### src/rtl/ref_sweep_ctrl_pkg.sv
// caf_ref_pkg: shared sequencer state encoding and reference buffer timing.
package caf_ref_pkg;
    typedef enum logic [1:0] {IDLE, SWEEP, DRAIN, DONE} state_t;
    localparam int BUF_READ_LATENCY = 2;
endpackage

### src/rtl/ref_sweep_ctrl_if.sv
// ref_sweep_ctrl_if: reference buffer read port plus correlator sample stream.
// REF_SWEEP_PASS_TAG_EN adds out_pass to the stream.
interface ref_sweep_ctrl_if #(
    parameter int index_bits = 4,
    parameter int i_bits = 12,
`ifdef REF_SWEEP_PASS_TAG_EN
    parameter int pass_bits = 8,
`endif
    parameter int q_bits = 12
);
    logic [index_bits-1:0] buf_raddr;
    logic buf_rvalid, buf_rready, buf_dvalid;
    logic [i_bits-1:0] buf_i, out_i;
    logic [q_bits-1:0] buf_q, out_q;
    logic out_valid, out_ready, out_last;
`ifdef REF_SWEEP_PASS_TAG_EN
    logic [pass_bits-1:0] out_pass;
`endif
    modport master (
        output buf_raddr, buf_rvalid, buf_rready, out_i, out_q, out_valid, out_last,
`ifdef REF_SWEEP_PASS_TAG_EN
        out_pass,
`endif
        input buf_i, buf_q, buf_dvalid, out_ready
    );
    modport slave (
        input buf_raddr, buf_rvalid, buf_rready, out_i, out_q, out_valid, out_last,
`ifdef REF_SWEEP_PASS_TAG_EN
        out_pass,
`endif
        output buf_i, buf_q, buf_dvalid, out_ready
    );
endinterface

### src/rtl/ref_skid_fifo.sv
// ref_skid_fifo: synchronous FIFO with occupancy count; push and pop may coincide at any fill level.
module ref_skid_fifo #(
    parameter int width = 8,
    parameter int depth = 4
) (
    input  logic clk,
    input  logic reset,
    input  logic push,
    input  logic pop,
    input  logic [width-1:0] din,
    output logic [width-1:0] dout,
    output logic full,
    output logic empty,
    output logic [$clog2(depth+1)-1:0] count
);
    localparam int aw = depth > 1 ? $clog2(depth) : 1;
    localparam int cw = $clog2(depth + 1);
    logic [width-1:0] mem [depth];
    logic [aw-1:0] wr_ptr, rd_ptr;
    logic do_push, do_pop;
    assign do_pop = pop && !empty;
    assign do_push = push && (!full || do_pop);
    assign full = count == cw'(depth);
    assign empty = count == '0;
    assign dout = mem[rd_ptr];
    always_ff @(posedge clk)
        if (do_push) mem[wr_ptr] <= din;
    always_ff @(posedge clk or posedge reset)
        if (reset) begin
            wr_ptr <= '0;
            rd_ptr <= '0;
            count <= '0;
        end else begin
            if (do_push) wr_ptr <= wr_ptr == aw'(depth - 1) ? '0 : wr_ptr + 1'b1;
            if (do_pop) rd_ptr <= rd_ptr == aw'(depth - 1) ? '0 : rd_ptr + 1'b1;
            count <= count + cw'(do_push) - cw'(do_pop);
        end
endmodule

### src/rtl/ref_sweep_ctrl.sv
// ref_sweep_ctrl: credit-metered multi-pass sweeper of the CAF reference buffer feeding the correlator.
// Define REF_SWEEP_PASS_TAG_EN to tag every output sample with its pass index (out_pass).
module ref_sweep_ctrl #(
    parameter int buffer_length = 10,
    parameter int index_bits = 4,
    parameter int i_bits = 12,
    parameter int q_bits = 12,
    parameter int pass_bits = 8,
    parameter int fifo_depth = 4
) (
    input  logic clk,
    input  logic reset,
    input  logic start,
    input  logic [pass_bits-1:0] num_passes,
    output logic busy,
    output logic done,
    ref_sweep_ctrl_if.master bus
);
    import caf_ref_pkg::*;
    localparam int lat = BUF_READ_LATENCY;
    localparam int cw = $clog2(fifo_depth + 1);
`ifdef REF_SWEEP_PASS_TAG_EN
    localparam int ew = i_bits + q_bits + 1 + pass_bits;
`else
    localparam int ew = i_bits + q_bits + 1;
`endif
    state_t state;
    logic [index_bits-1:0] addr;
    logic [pass_bits-1:0] pass, last_pass;
    logic [cw-1:0] credits, count;
    logic [lat-1:0] dl_v, dl_last, dl_v_next;
    logic issue, push, pop, full, empty, at_end;
    logic [ew-1:0] din, dout;
    assign at_end = addr == index_bits'(buffer_length - 1);
    // credits bound in-flight reads plus FIFO occupancy, so !full never actually gates
    assign issue = state == SWEEP && credits != '0 && !full;
    assign push = bus.buf_dvalid && state != IDLE;
    assign pop = bus.out_ready && !empty;
    assign dl_v_next = (dl_v << 1) | lat'(issue);
    assign busy = state == SWEEP || state == DRAIN;
    assign done = state == DONE;
    assign bus.buf_raddr = addr;
    assign bus.buf_rvalid = issue;
    assign bus.buf_rready = busy;
    assign bus.out_valid = !empty;
    assign bus.out_i = empty ? '0 : dout[ew-1 -: i_bits];
    assign bus.out_q = empty ? '0 : dout[ew-i_bits-1 -: q_bits];
    assign bus.out_last = !empty && dout[ew-i_bits-q_bits-1];
`ifdef REF_SWEEP_PASS_TAG_EN
    logic [pass_bits-1:0] dl_pass [lat];
    assign din = {bus.buf_i, bus.buf_q, dl_last[lat-1], dl_pass[lat-1]};
    assign bus.out_pass = empty ? '0 : dout[pass_bits-1:0];
    always_ff @(posedge clk or posedge reset)
        if (reset) for (int k = 0; k < lat; k++) dl_pass[k] <= '0;
        else begin
            dl_pass[0] <= pass;
            for (int k = 1; k < lat; k++) dl_pass[k] <= dl_pass[k-1];
        end
`else
    assign din = {bus.buf_i, bus.buf_q, dl_last[lat-1]};
`endif
    ref_skid_fifo #(.width(ew), .depth(fifo_depth)) u_fifo (
        .clk(clk), .reset(reset), .push(push), .pop(pop), .din(din),
        .dout(dout), .full(full), .empty(empty), .count(count)
    );
    always_ff @(posedge clk or posedge reset)
        if (reset) begin
            state <= IDLE;
            addr <= '0;
            pass <= '0;
            last_pass <= '0;
            credits <= cw'(fifo_depth);
            dl_v <= '0;
            dl_last <= '0;
        end else begin
            credits <= credits - cw'(issue) + cw'(pop);
            dl_v <= dl_v_next;
            dl_last <= (dl_last << 1) | lat'(issue && at_end);
            case (state)
                IDLE: if (start) begin
                    last_pass <= num_passes == '0 ? '0 : num_passes - 1'b1;
                    addr <= '0;
                    pass <= '0;
                    state <= SWEEP;
                end
                SWEEP: if (issue) begin
                    addr <= at_end ? '0 : addr + 1'b1;
                    if (at_end) pass <= pass + 1'b1;
                    if (at_end && pass == last_pass) state <= DRAIN;
                end
                // leave on the accept that empties the FIFO with nothing left in flight
                DRAIN: if (dl_v_next == '0 && !push && count == cw'(pop)) state <= DONE;
                default: state <= IDLE;
            endcase
        end
endmodule

### src/flat_wrapper.sv
// flat-port wrapper written by rule: the top's interface ports become plain ports
module ref_sweep_ctrl_flat import caf_ref_pkg::*;
#(
    parameter int buffer_length = 10,
    parameter int index_bits = 4,
    parameter int i_bits = 12,
    parameter int q_bits = 12,
    parameter int pass_bits = 8,
    parameter int fifo_depth = 4
)
  (clk, reset, start, num_passes, busy, done, bus_buf_raddr, bus_buf_rvalid, bus_buf_rready, bus_out_i, bus_out_q, bus_out_valid, bus_out_last, bus_buf_i, bus_buf_q, bus_buf_dvalid, bus_out_ready);
  ref_sweep_ctrl_if #(.index_bits(index_bits), .i_bits(i_bits), .q_bits(q_bits)) bus_i ();
  input  logic clk;
  input  logic reset;
  input  logic start;
  input  logic [pass_bits-1:0] num_passes;
  output logic busy;
  output logic done;
  output wire logic [$bits(bus_i.buf_raddr)-1:0] bus_buf_raddr;
  output wire logic [$bits(bus_i.buf_rvalid)-1:0] bus_buf_rvalid;
  output wire logic [$bits(bus_i.buf_rready)-1:0] bus_buf_rready;
  output wire logic [$bits(bus_i.out_i)-1:0] bus_out_i;
  output wire logic [$bits(bus_i.out_q)-1:0] bus_out_q;
  output wire logic [$bits(bus_i.out_valid)-1:0] bus_out_valid;
  output wire logic [$bits(bus_i.out_last)-1:0] bus_out_last;
  input wire logic [$bits(bus_i.buf_i)-1:0] bus_buf_i;
  input wire logic [$bits(bus_i.buf_q)-1:0] bus_buf_q;
  input wire logic [$bits(bus_i.buf_dvalid)-1:0] bus_buf_dvalid;
  input wire logic [$bits(bus_i.out_ready)-1:0] bus_out_ready;
  assign bus_buf_raddr = bus_i.buf_raddr;
  assign bus_buf_rvalid = bus_i.buf_rvalid;
  assign bus_buf_rready = bus_i.buf_rready;
  assign bus_out_i = bus_i.out_i;
  assign bus_out_q = bus_i.out_q;
  assign bus_out_valid = bus_i.out_valid;
  assign bus_out_last = bus_i.out_last;
  assign bus_i.buf_i = bus_buf_i;
  assign bus_i.buf_q = bus_buf_q;
  assign bus_i.buf_dvalid = bus_buf_dvalid;
  assign bus_i.out_ready = bus_out_ready;
  ref_sweep_ctrl #(.buffer_length(buffer_length), .index_bits(index_bits), .i_bits(i_bits), .q_bits(q_bits), .pass_bits(pass_bits), .fifo_depth(fifo_depth)) u_core (.clk(clk), .reset(reset), .start(start), .num_passes(num_passes), .busy(busy), .done(done), .bus(bus_i));
endmodule
### config.mk
export PLATFORM = sky130hd
export DESIGN_NAME = ref_sweep_ctrl_flat
export DESIGN_NICKNAME = d
export VERILOG_FILES = /design/src/rtl/ref_sweep_ctrl_pkg.sv /design/src/rtl/ref_sweep_ctrl_if.sv /design/src/rtl/ref_skid_fifo.sv /design/src/rtl/ref_sweep_ctrl.sv /design/src/flat_wrapper.sv
export SDC_FILE = /design/constraint.sdc
export NUM_CORES = 1
export LEC_CHECK = 0
export BUFFER_PORTS_ARGS = -buffer_cell sky130_fd_sc_hd__buf_2
export CORE_MARGIN = 3
export CORE_UTILIZATION = 55
export DETAILED_ROUTE_END_ITERATION = 10
export PLACE_DENSITY = 0.74
export SYNTH_ARGS = -nofsm -noshare
export SYNTH_HDL_FRONTEND = slang
export SYNTH_SLANG_ARGS = --single-unit
### constraint.sdc
create_clock -name clk -period 3 [get_ports clk]
set_clock_uncertainty 0.1 [all_clocks]
set_input_delay 0.15 -clock clk [delete_from_list [all_inputs] [get_ports clk]]
set_output_delay 0.15 -clock clk [all_outputs]
set_load 0.005 [all_outputs]
== After elaboration in Yosys (flattened, before gate mapping) ==
Memories as Yosys holds them, arrays and structs flattened.
Index checks and enable logic that the tools add are counted.

* Flip-flop bits (word level): 35
* Bits in latches: 0
* Memory bits (writable): 100
* Memory bits (read-only): 0
* Word-level logic and storage cells: 83
* Memories: 1

{| class="wikitable"
|+ Memories
! name !! words !! bits a word !! read ports !! clocked after memory_dff !! write ports !! line !! text
|-
| u_core.u_fifo.mem || 4 || 25 || 1 || 0 || 1 || ref_skid_fifo.sv:18 || <nowiki>logic [width-1:0] mem [depth];</nowiki>
|}

* $add $sub $neg: 9
* Multipliers: 0
* Div/mod/pow operators: 0
* $lt $le $gt $ge: 0
* Equal/unequal tests: 14
* Shift-type cells: 0
* Muxes and demuxes: 20
* Bitwise gates (word level): 2
* Reduce and logical (&&, ||, !) cells: 27

{| class="wikitable"
|+ Operators by type and width
! operator !! count
|-
| 2-to-1 mux 8 bit || 4
|-
| 2-to-1 mux 12 bit || 2
|-
| one-hot mux 8 bit (2 select lines) || 1
|-
| 2-to-1 mux 2 bit || 6
|-
| 2-to-1 mux 4 bit || 3
|-
| logical AND 1 bit || 11
|-
| adder 8 x 1 -> 8 bit (second input constant) || 1
|-
| == test 2 bit (second input constant) || 4
|-
| == test 8 bit || 1
|-
| zero test 8 bit || 1
|-
| one-hot mux 4 bit (2 select lines) || 1
|-
| AND reduction 4 bit || 2
|-
| subtractor 8 x 1 -> 8 bit (second input constant) || 1
|-
| adder 3 x 1 -> 3 bit || 2
|-
| != test 2 bit (second input constant) || 3
|-
| one-hot mux 2 bit (3 select lines) || 1
|-
| subtractor 3 x 1 -> 3 bit || 2
|-
| adder 2 x 1 -> 2 bit (second input constant) || 2
|-
| adder 4 x 1 -> 4 bit (second input constant) || 1
|-
| == test 4 bit (second input constant) || 1
|-
| zero test 2 bit || 2
|-
| != test 2 x 1 -> 1 bit (second input constant) || 2
|-
| bitwise OR 2 x 1 -> 2 bit || 2
|-
| nonzero test 2 bit || 2
|-
| other kinds (10) || 14
|}

== Logic depth before layout (Yosys ltp) ==
Gate-level depths: netlist of run 1.

* Depth in word-level cells: 9
* Mapped depth: 12
* Mapped depth without buffers: 12

== Cells and area by module ==
From an unflattened synthesis of run 1, not the netlist that was laid out.

* Cell total of the unflattened synthesis: 365
* Area, all modules: 5928.2 sq um

{| class="wikitable"
|+ By module, submodules not included
! module !! instances !! cells each !! area each (sq um) !! seq. area each (sq um)
|-
| ref_skid_fifo || 1 || 169 || 4088.9 || 3178.0
|-
| ref_sweep_ctrl || 1 || 196 || 1839.3 || 701.9
|}

== Worst setup path before layout of run 1 ==
OpenSTA, ideal clock, no wires.

* Kind: flip-flop to flip-flop
* From: reg u_core.state[0]
* To: reg u_core.u_fifo.count[2]
* Library setup time: 0.125 ns
* Arrival time: 2.238 ns
* Data required time: 2.775 ns
* Path slack: 0.537 ns
* Stages on the path, launching flop included: 13
* Buffers on the path: 0
* Period minus slack after synthesis: 2.463 ns
* Path through: dfrtp_1 -> inv_1 -> ha_1 -> nor2b_1 -> o21a_1 -> inv_1 -> ha_1 -> inv_1 -> ha_1 -> inv_1 -> fa_1 -> xnor2_1 -> xnor2_1

* Cells in the longest elaborated chain, start to end: 5

{| class="wikitable"
|+ Ends and longest elaborated chain
! what !! line !! text
|-
| start: declaration || ref_sweep_ctrl.sv:27 || <nowiki>state_t state;</nowiki>
|-
| start signal: assignment || ref_sweep_ctrl.sv:68 || <nowiki>state <= IDLE;</nowiki>
|-
| start signal: assignment || ref_sweep_ctrl.sv:84 || <nowiki>state <= SWEEP;</nowiki>
|-
| start signal: assignment || ref_sweep_ctrl.sv:89 || <nowiki>if (at_end && pass == last_pass) state <= DRAIN;</nowiki>
|-
| nonzero test 2 bit || ref_sweep_ctrl.sv:37 || <nowiki>assign push = bus.buf_dvalid && state != IDLE;</nowiki>
|-
| logical AND 1 bit || ref_sweep_ctrl.sv:37 ||
|-
| logical AND 1 bit || ref_skid_fifo.sv:22 || <nowiki>assign do_push = push && (!full || do_pop);</nowiki>
|-
| adder 3 x 1 -> 3 bit || ref_skid_fifo.sv:36 || <nowiki>count <= count + cw'(do_push) - cw'(do_pop);</nowiki>
|-
| subtractor 3 x 1 -> 3 bit || ref_skid_fifo.sv:36 ||
|-
| end signal: assignment || ref_skid_fifo.sv:36 ||
|-
| end: declaration || ref_skid_fifo.sv:14 || <nowiki>output logic [$clog2(depth+1)-1:0] count</nowiki>
|}

Every way passes these cells.
A chain may end at the register's enable or synchronous reset.

== Worst setup path in the final report of run 1 ==
Same ends and word-level chain as after synthesis.

==> out/metrics.csv, run 1 <==
metric,value,unit
cp_common_cell,inv_1,
leakage,2.95,nW
total_power,7.03,mW
drt_pass1_iterations,4,
core_area,10000,sq um
cp_max_fo,9,
finalSetupViolations,0,
relSlewSlack,0.565,
mappedNetlistNets,425,
area_growth,26.2,%
num_antenna_cells,0,
synth_ff_type,edfxtp_1,
dp_cells,568,
synth-seq-cells,135,
die_area,11900,sq um
drtIter0Drc,185,
netlist_area,5840,sq um
routedWlPerCell,17.2,um
ys_seq_area_frac,0.665,
gp_congestion,0.747,
avgSynthCellArea,15.9,sq um
worstPathCellList,inv_1 -> ha_1 -> nor2b_1 -> o21a_2 -> inv_1 -> ha_1 -> inv_1 -> ha_1 -> inv_1 -> fa_1 -> xnor2_1 -> xnor2_1,
setup-tns-final,0,ps
finalCriticalPeriod,2680,ps
synthCells,367,
mostFrequentLayoutCells,"edfxtp_1, buf_2, dlygate4sd3_1",
io_buffers,70,
dr_total_vias,3400,
ys_types,41,
worst_pin_slew,653,ps
finalCritPeriodShare,0.894,
end_kind,flop,
ant_nets,0,
critPathTopFamily,adder cells,
post_cts_buffers,0,
cts_buffers,17,
critical_path_class,flop to flop,
die_h,109,um
layout.nets,551,
initial_core_util,0.581,
critical_path_buf_inv_count,4,
rows,36,
peakVddDrop,0.000504,V
max_stage_delay,390,ps
instances_no_fill,639,
synth_edf_count,100,
cp-start-kind,flop,
overflow,0,
grt_max_degree,36,
dp_slack,217,ps
cts_tree,done,
drv_cap,0,
postLayoutSetupSlackWorst,318,ps
async_flop_share,0.259,
timing.final.hold_violations,0,
root_buffer,clkbuf_8,
antenna_found_initial,0,
ctsLongestPathBuffers,2,
ios,71,
grt_pass1_vias,3695,
drcViolationCount,0,
fmax,373,MHz
htree_levels,4,
path_clk_slew,60,ps
outcome,"complete, no violations",
drive_gt1_frac,0.279,
final_common_cell,edfxtp_1,
rsz0062_at_grt,false,
insertion_delay,520,ps
vias_per_cell,5.32,
slowest_stage,dfrtp_1,
slew_viol_final,0,
place_hpwl,6710,um
wirelength,11000,um
critical_path_required,3310,ps
fp.dieW,109,um
power_density,953,nW/um^2
grt_pass1_wl,18200,um
cts_num_sinks,135,
synth_warnings,0,
cp_data_arrival_time,2990,ps
track_usage,0.209,
hold_path_class,primary input to flop,
## power by group
group	internal [mW]	leakage, nW	switching [mW]
Combinational	1.19	1.33	1.07
Sequential	2.46	1.36	0.306
Clock	1.25	0.267	0.749
Total	4.91	2.95	2.12
## registers in the layout (all words and copies together) (netlist names), 3 cells and up
signal                flops
u_core.bus.buf_raddr      4
u_core.pass               8
u_core.u_fifo.mem       100
u_core.credits            3
u_core.last_pass          8
u_core.u_fifo.count       3
## what timing repair did
item                                    4_1_cts  5_1_grt
hold buffers                                 39        0
gates resized for setup                       0        1
endpoints found under the hold margin       141        0
endpoints found under the setup margin        0        1
## cells in the mapped netlist, drive strengths merged (2+ instances only)
| cell type | n | area (sq um) |
|---|---|---|
| fa | 2 | 40.0 |
| and2 | 30 | 188 |
| nor2b | 3 | 18.8 |
| dfrtp | 34 | 851 |
| nor3 | 6 | 35.0 |
| o21ai | 17 | 85.1 |
| ha | 19 | 238 |
| inv | 20 | 75.1 |
| nand4 | 4 | 25.0 |
| nand3 | 4 | 20.0 |
| mux2i | 4 | 40.0 |
| nor4 | 4 | 25.0 |
| mux4 | 25 | 563 |
| buf | 5 | 27.5 |
| a21oi | 4 | 20.0 |
| nand2 | 23 | 86.3 |
| xnor2 | 9 | 78.8 |
| mux2 | 2 | 22.5 |
| xor2 | 15 | 131 |
| nor2 | 13 | 48.8 |
| and3 | 3 | 18.8 |
| edfxtp | 100 | 3000 |
| clkbuf | 7 | 26.3 |
## layer usage
| layer | global-route usage | share of wire |
|---|---|---|
| met1 | 0.260 | 0.41 |
| met3 | 0.0539 | 0.046 |
| met4 | 0.0947 | 0.014 |
| met5 | 0 | 0 |
| met2 | 0.346 | 0.53 |
## area by class of cell
class | count | area, sq um
Sequential cell | 135 | 3880
Fill cell | 638 | 2680
Multi-Input combinational cell | 200 | 1830
Timing Repair Buffer | 119 | 841
Clock buffer | 18 | 418
Tap cell | 133 | 166
Clock inverter | 14 | 158
Inverter | 20 | 75.1
## cell families (layout without fill, tap and decap cells)
family / Yosys count / after routing / synth area share
multiplexers: 31 / 31 / 0.107
AND/OR/NAND/NOR: 96 / 96 / 0.0915
flip-flops: 135 / 135 / 0.665
buffers and inverters: 32 / 171 / 0.0221
AO/OA/AOI/OAI: 28 / 28 / 0.0311
adder cells (fa/ha/maj): 21 / 21 / 0.0476
XOR/XNOR: 24 / 24 / 0.0360
## final timing paths
| kind | from | endpoint | slack, ps | cells after the start |
|---|---|---|---|---|
| worst max-delay path | u_core.state[0] | u_core.u_fifo.count[2] | 320 | 12 |
| worst min register to register | u_core.dl_last[0] | u_core.dl_last[1] | 250 | 0 |
| max in group asynchronous | reset | u_core.credits[2] | 2270 | 4 |
| worst max register to register | u_core.state[0] | u_core.u_fifo.count[2] | 320 | 12 |
| worst min-delay path | start | u_core.last_pass[6] | 50 | 4 |
| min in group asynchronous | reset | u_core.pass[7] | 180 | 4 |
## through the flow
stage	hold slack [ps]	utilization	cell area, sq um
3_5_place_dp	184	0.637	6400
2_1_floorplan	149	-	5840
4_1_cts	36.4	0.734	7370
6_report	50.0	0.734	7370
3_3_place_gp	175	0.637	6400
5_1_grt	103	0.734	7370
## worst register-to-register path, cell delays in order, from the launching register on
cell and delay, ps:
dfrtp_1 390, inv_1 90, ha_1 280, nor2b_1 200, o21a_2 230, inv_1 60
ha_1 300, inv_1 70, ha_1 150, inv_1 50, fa_1 370, xnor2_1 150
xnor2_1 130
(Power assumes the default switching activity.)
==> run 2: changes to the inputs <==
--- a/config.mk
+++ b/config.mk
@@ -5,6 +5,7 @@
 export SDC_FILE = /design/constraint.sdc
 export NUM_CORES = 1
 export LEC_CHECK = 0
+export ABC_AREA = 1
 export BUFFER_PORTS_ARGS = -buffer_cell sky130_fd_sc_hd__buf_2
 export CORE_MARGIN = 3
 export CORE_UTILIZATION = 55
==> out/metrics.csv, run 2 <==
metric,value,unit,change
timing.final.hold_violations,0,,unchanged
synthAdderAreaFrac,0.0458,,-0.00174
synthCells,569,,+55%
mostFrequentLayoutCells,"nor2_1, edfxtp_1, buf_2",,
r2r_cells,11,,-1
netlist_area,6060,sq um,+3.8%
min_from,start,,
reg2reg_from,u_core.state[0],,
post_cts_buffers,0,,unchanged
synth_area_leaders,"edfxtp_1, dfrtp_1, nor2_1",,
cts_num_sinks,135,,unchanged
cp_data_arrival_time,3200,ps,+210 ps
fmax,344,MHz,-7.7%
drcViolationCount,0,,unchanged
num_antenna_cells,0,,unchanged
crit_end,u_core.last_pass[7],,
top_register,u_core.u_fifo.mem,,
critical_path_required,3300,ps,about the same
path_clk_slew,60,ps,about the same
outcome,"complete, no violations",,
rows,37,,+2.8%
dp_cells,764,,+35%
muxShareOfSynthArea,0,,-0.107
critPathLaunch,num_passes[2],,
synth-seq-cells,135,,unchanged
instances_no_fill,835,,+31%
overflow,0,,unchanged
setup-tns-final,0,ps,unchanged
routedWlPerCell,15.1,um,-12%
grt_pass1_wl,21300,um,+16%
synth_top_area_frac,0.496,,-0.0188
synth_common_cells,"nor2_1, edfxtp_1, nand2_1, o21ai_0, inv_1",,
grt_pass1_vias,4576,,+24%
core_area,10500,sq um,+4.6%
largest_reg_flops,100,,unchanged
avgSynthCellArea,10.6,sq um,-33%
grt_max_degree,53,,+47%
htree_levels,4,,unchanged
fp.dieW,111,um,+1.8%
relSlewSlack,0.493,,-0.0720
io_buffers,70,,unchanged
ys_seq_area_frac,0.640,,-0.0243
top_regs,"u_core.u_fifo.mem x100, u_core.last_pass x8, u_core.pass x8",,
die_h,111,um,+1.8%
drtIter0Drc,232,,+25%
synth_area_leader_cell,edfxtp_1,,
yosys.area_share.xor_xnor,0.0202,,-0.0158
area_growth,23.9,%,
fin_util,0.714,,-0.0193
power_density,948,nW/um^2,-0.57%
vias_per_cell,5.31,,-0.27%
layout.nets,745,,+35%
synth_ff_type,edfxtp_1,,
peakVddDrop,0.000586,V,+16%
synth_compound_area_frac,0.0915,,+0.0604
drive_gt1_frac,0.195,,-0.0841
end_kind,flop,,
worst_pin_slew,759,ps,+107 ps
antenna_found_initial,0,,unchanged
cts_resized,0,,unchanged
synth_edf_count,100,,unchanged
place_hpwl,7500,um,+12%
slew_viol_final,0,,unchanged
initial_core_util,0.577,,-0.00460
ys_types,35,,-15%
root_buffer,clkbuf_8,,
synth.most_common_cell,nor2_1,,
ant_nets,0,,unchanged
finalSetupViolations,0,,unchanged
synth_warnings,0,,unchanged
whs,75.9,ps,+25.9 ps
synth-simple-area-share,0.151,,+0.0594
insertion_delay,510,ps,about the same
r2r_slack,490,ps,+170 ps
cp-start-kind,primary input,,
cts_buffers,17,,unchanged
cp_max_fo,4,,-5
finalCriticalPeriod,2910,ps,+225 ps
critical_path_class,primary input to flop,,
drv_cap,0,,unchanged
async_flop_share,0.259,,unchanged
synth_top_family_by_area,simple AND/OR/NAND/NOR gates,,
leakage,3.12,nW,+5.5%
die_area,12300,sq um,+3.6%
ctsLongestPathBuffers,2,,unchanged
finalCritPeriodShare,0.969,,+0.0750
drt_pass1_iterations,5,,+1
cts_tree,done,,
mappedNetlistNets,627,,+48%
final_common_cell,nor2_1,,
rsz0062_at_grt,false,,
track_usage,0.217,,+0.00774
ios,71,,unchanged
dr_total_vias,4431,,+30%
hold_path_class,primary input to flop,,
wirelength,12600,um,+15%
gp_congestion,0.842,,+13%
reg2reg_to,u_core.u_fifo.count[1],,
run 2: cell types whose count changed in the layout (fill, tap and decap cells not counted), moves of 6 or more:
cell | previous run | this run
mux4_2 | 25 | 0
nand2_1 | 23 | 66
nor2_2 | 0 | 7
inv_1 | 20 | 48
o21ai_1 | 3 | 13
o22ai_1 | 0 | 6
a21oi_1 | 4 | 30
xor2_1 | 15 | 9
o21ai_0 | 14 | 51
nor2_1 | 13 | 120
and2_1 | 30 | 0
run 2: routing by layer:
metal	vias to the layer above	share of wire	wire length, um	global-route usage
li1	2148	-	-	-
met1	2124	0.40	5090	0.254
met2	132	0.53	6680	0.379
met3	27	0.046	576	0.0497
met4	0	0.022	284	0.0977
met5	-	0	0	0
run 2: per-stage QoR:
stage          instance area (sq um)  total power [mW]  worst slack [ps]
2_1_floorplan                   6060              4.34               346
3_3_place_gp                    6560              5.05               611
3_5_place_dp                    6560              5.18               494
4_1_cts                         7510              7.16               164
5_1_grt                         7510              7.63              31.4
6_report                        7510              7.12              93.5
run 2: cells by family (layout without fill, tap and decap cells):
group	after synthesis	in the layout
compound gates	105	105
xor+xnor	14	14
fa+ha+maj	21	21
buf+inv	75	205
flops	135	135
simple gates	219	219
run 2: worst min path at each step:
stage                          endpoint  slack, ps  cells after the start
6_report        u_core.bus.buf_raddr[0]         80                      5
4_1_cts         u_core.bus.buf_raddr[0]         50                      5
3_3_place_gp            u_core.state[0]        120                      2
3_5_place_dp            u_core.state[0]        120                      2
2_1_floorplan  u_core.u_fifo.mem[0][10]        150                      0
5_1_grt         u_core.bus.buf_raddr[0]        100                      5
run 2: where the power goes:
part / internal (mW) / switching, mW / total [mW]
registers: 2.43 / 0.181 / 2.61
logic: 0.963 / 1.64 / 2.60
clock network: 1.17 / 0.741 / 1.91
total: 4.56 / 2.56 / 7.12
run 2: cell type report:
cell class | instances | area, sq um
inverters | 55 | 210
fillers | 713 | 3000
flip-flops and latches | 135 | 3880
clock buffers | 17 | 414
well taps | 136 | 170
clock inverters | 14 | 134
multi-input cells | 359 | 1880
repair buffers | 119 | 818
run 2: critical path, cell delays in order:
cell	delay (ps)
dlygate4sd3_1	540
buf_2	150
nor2_1	100
nand2_1	90
nor3_2	250
nand4_1	130
dlygate4sd3_1	580
nand2_1	60
dlygate4sd3_1	540
o21ai_1	50
dlygate4sd3_1	560
run 2: repair_timing:
action	in CTS	in global routing
setup endpoints to repair	0	0
hold buffers	40	0
endpoints found under the hold margin	119	0
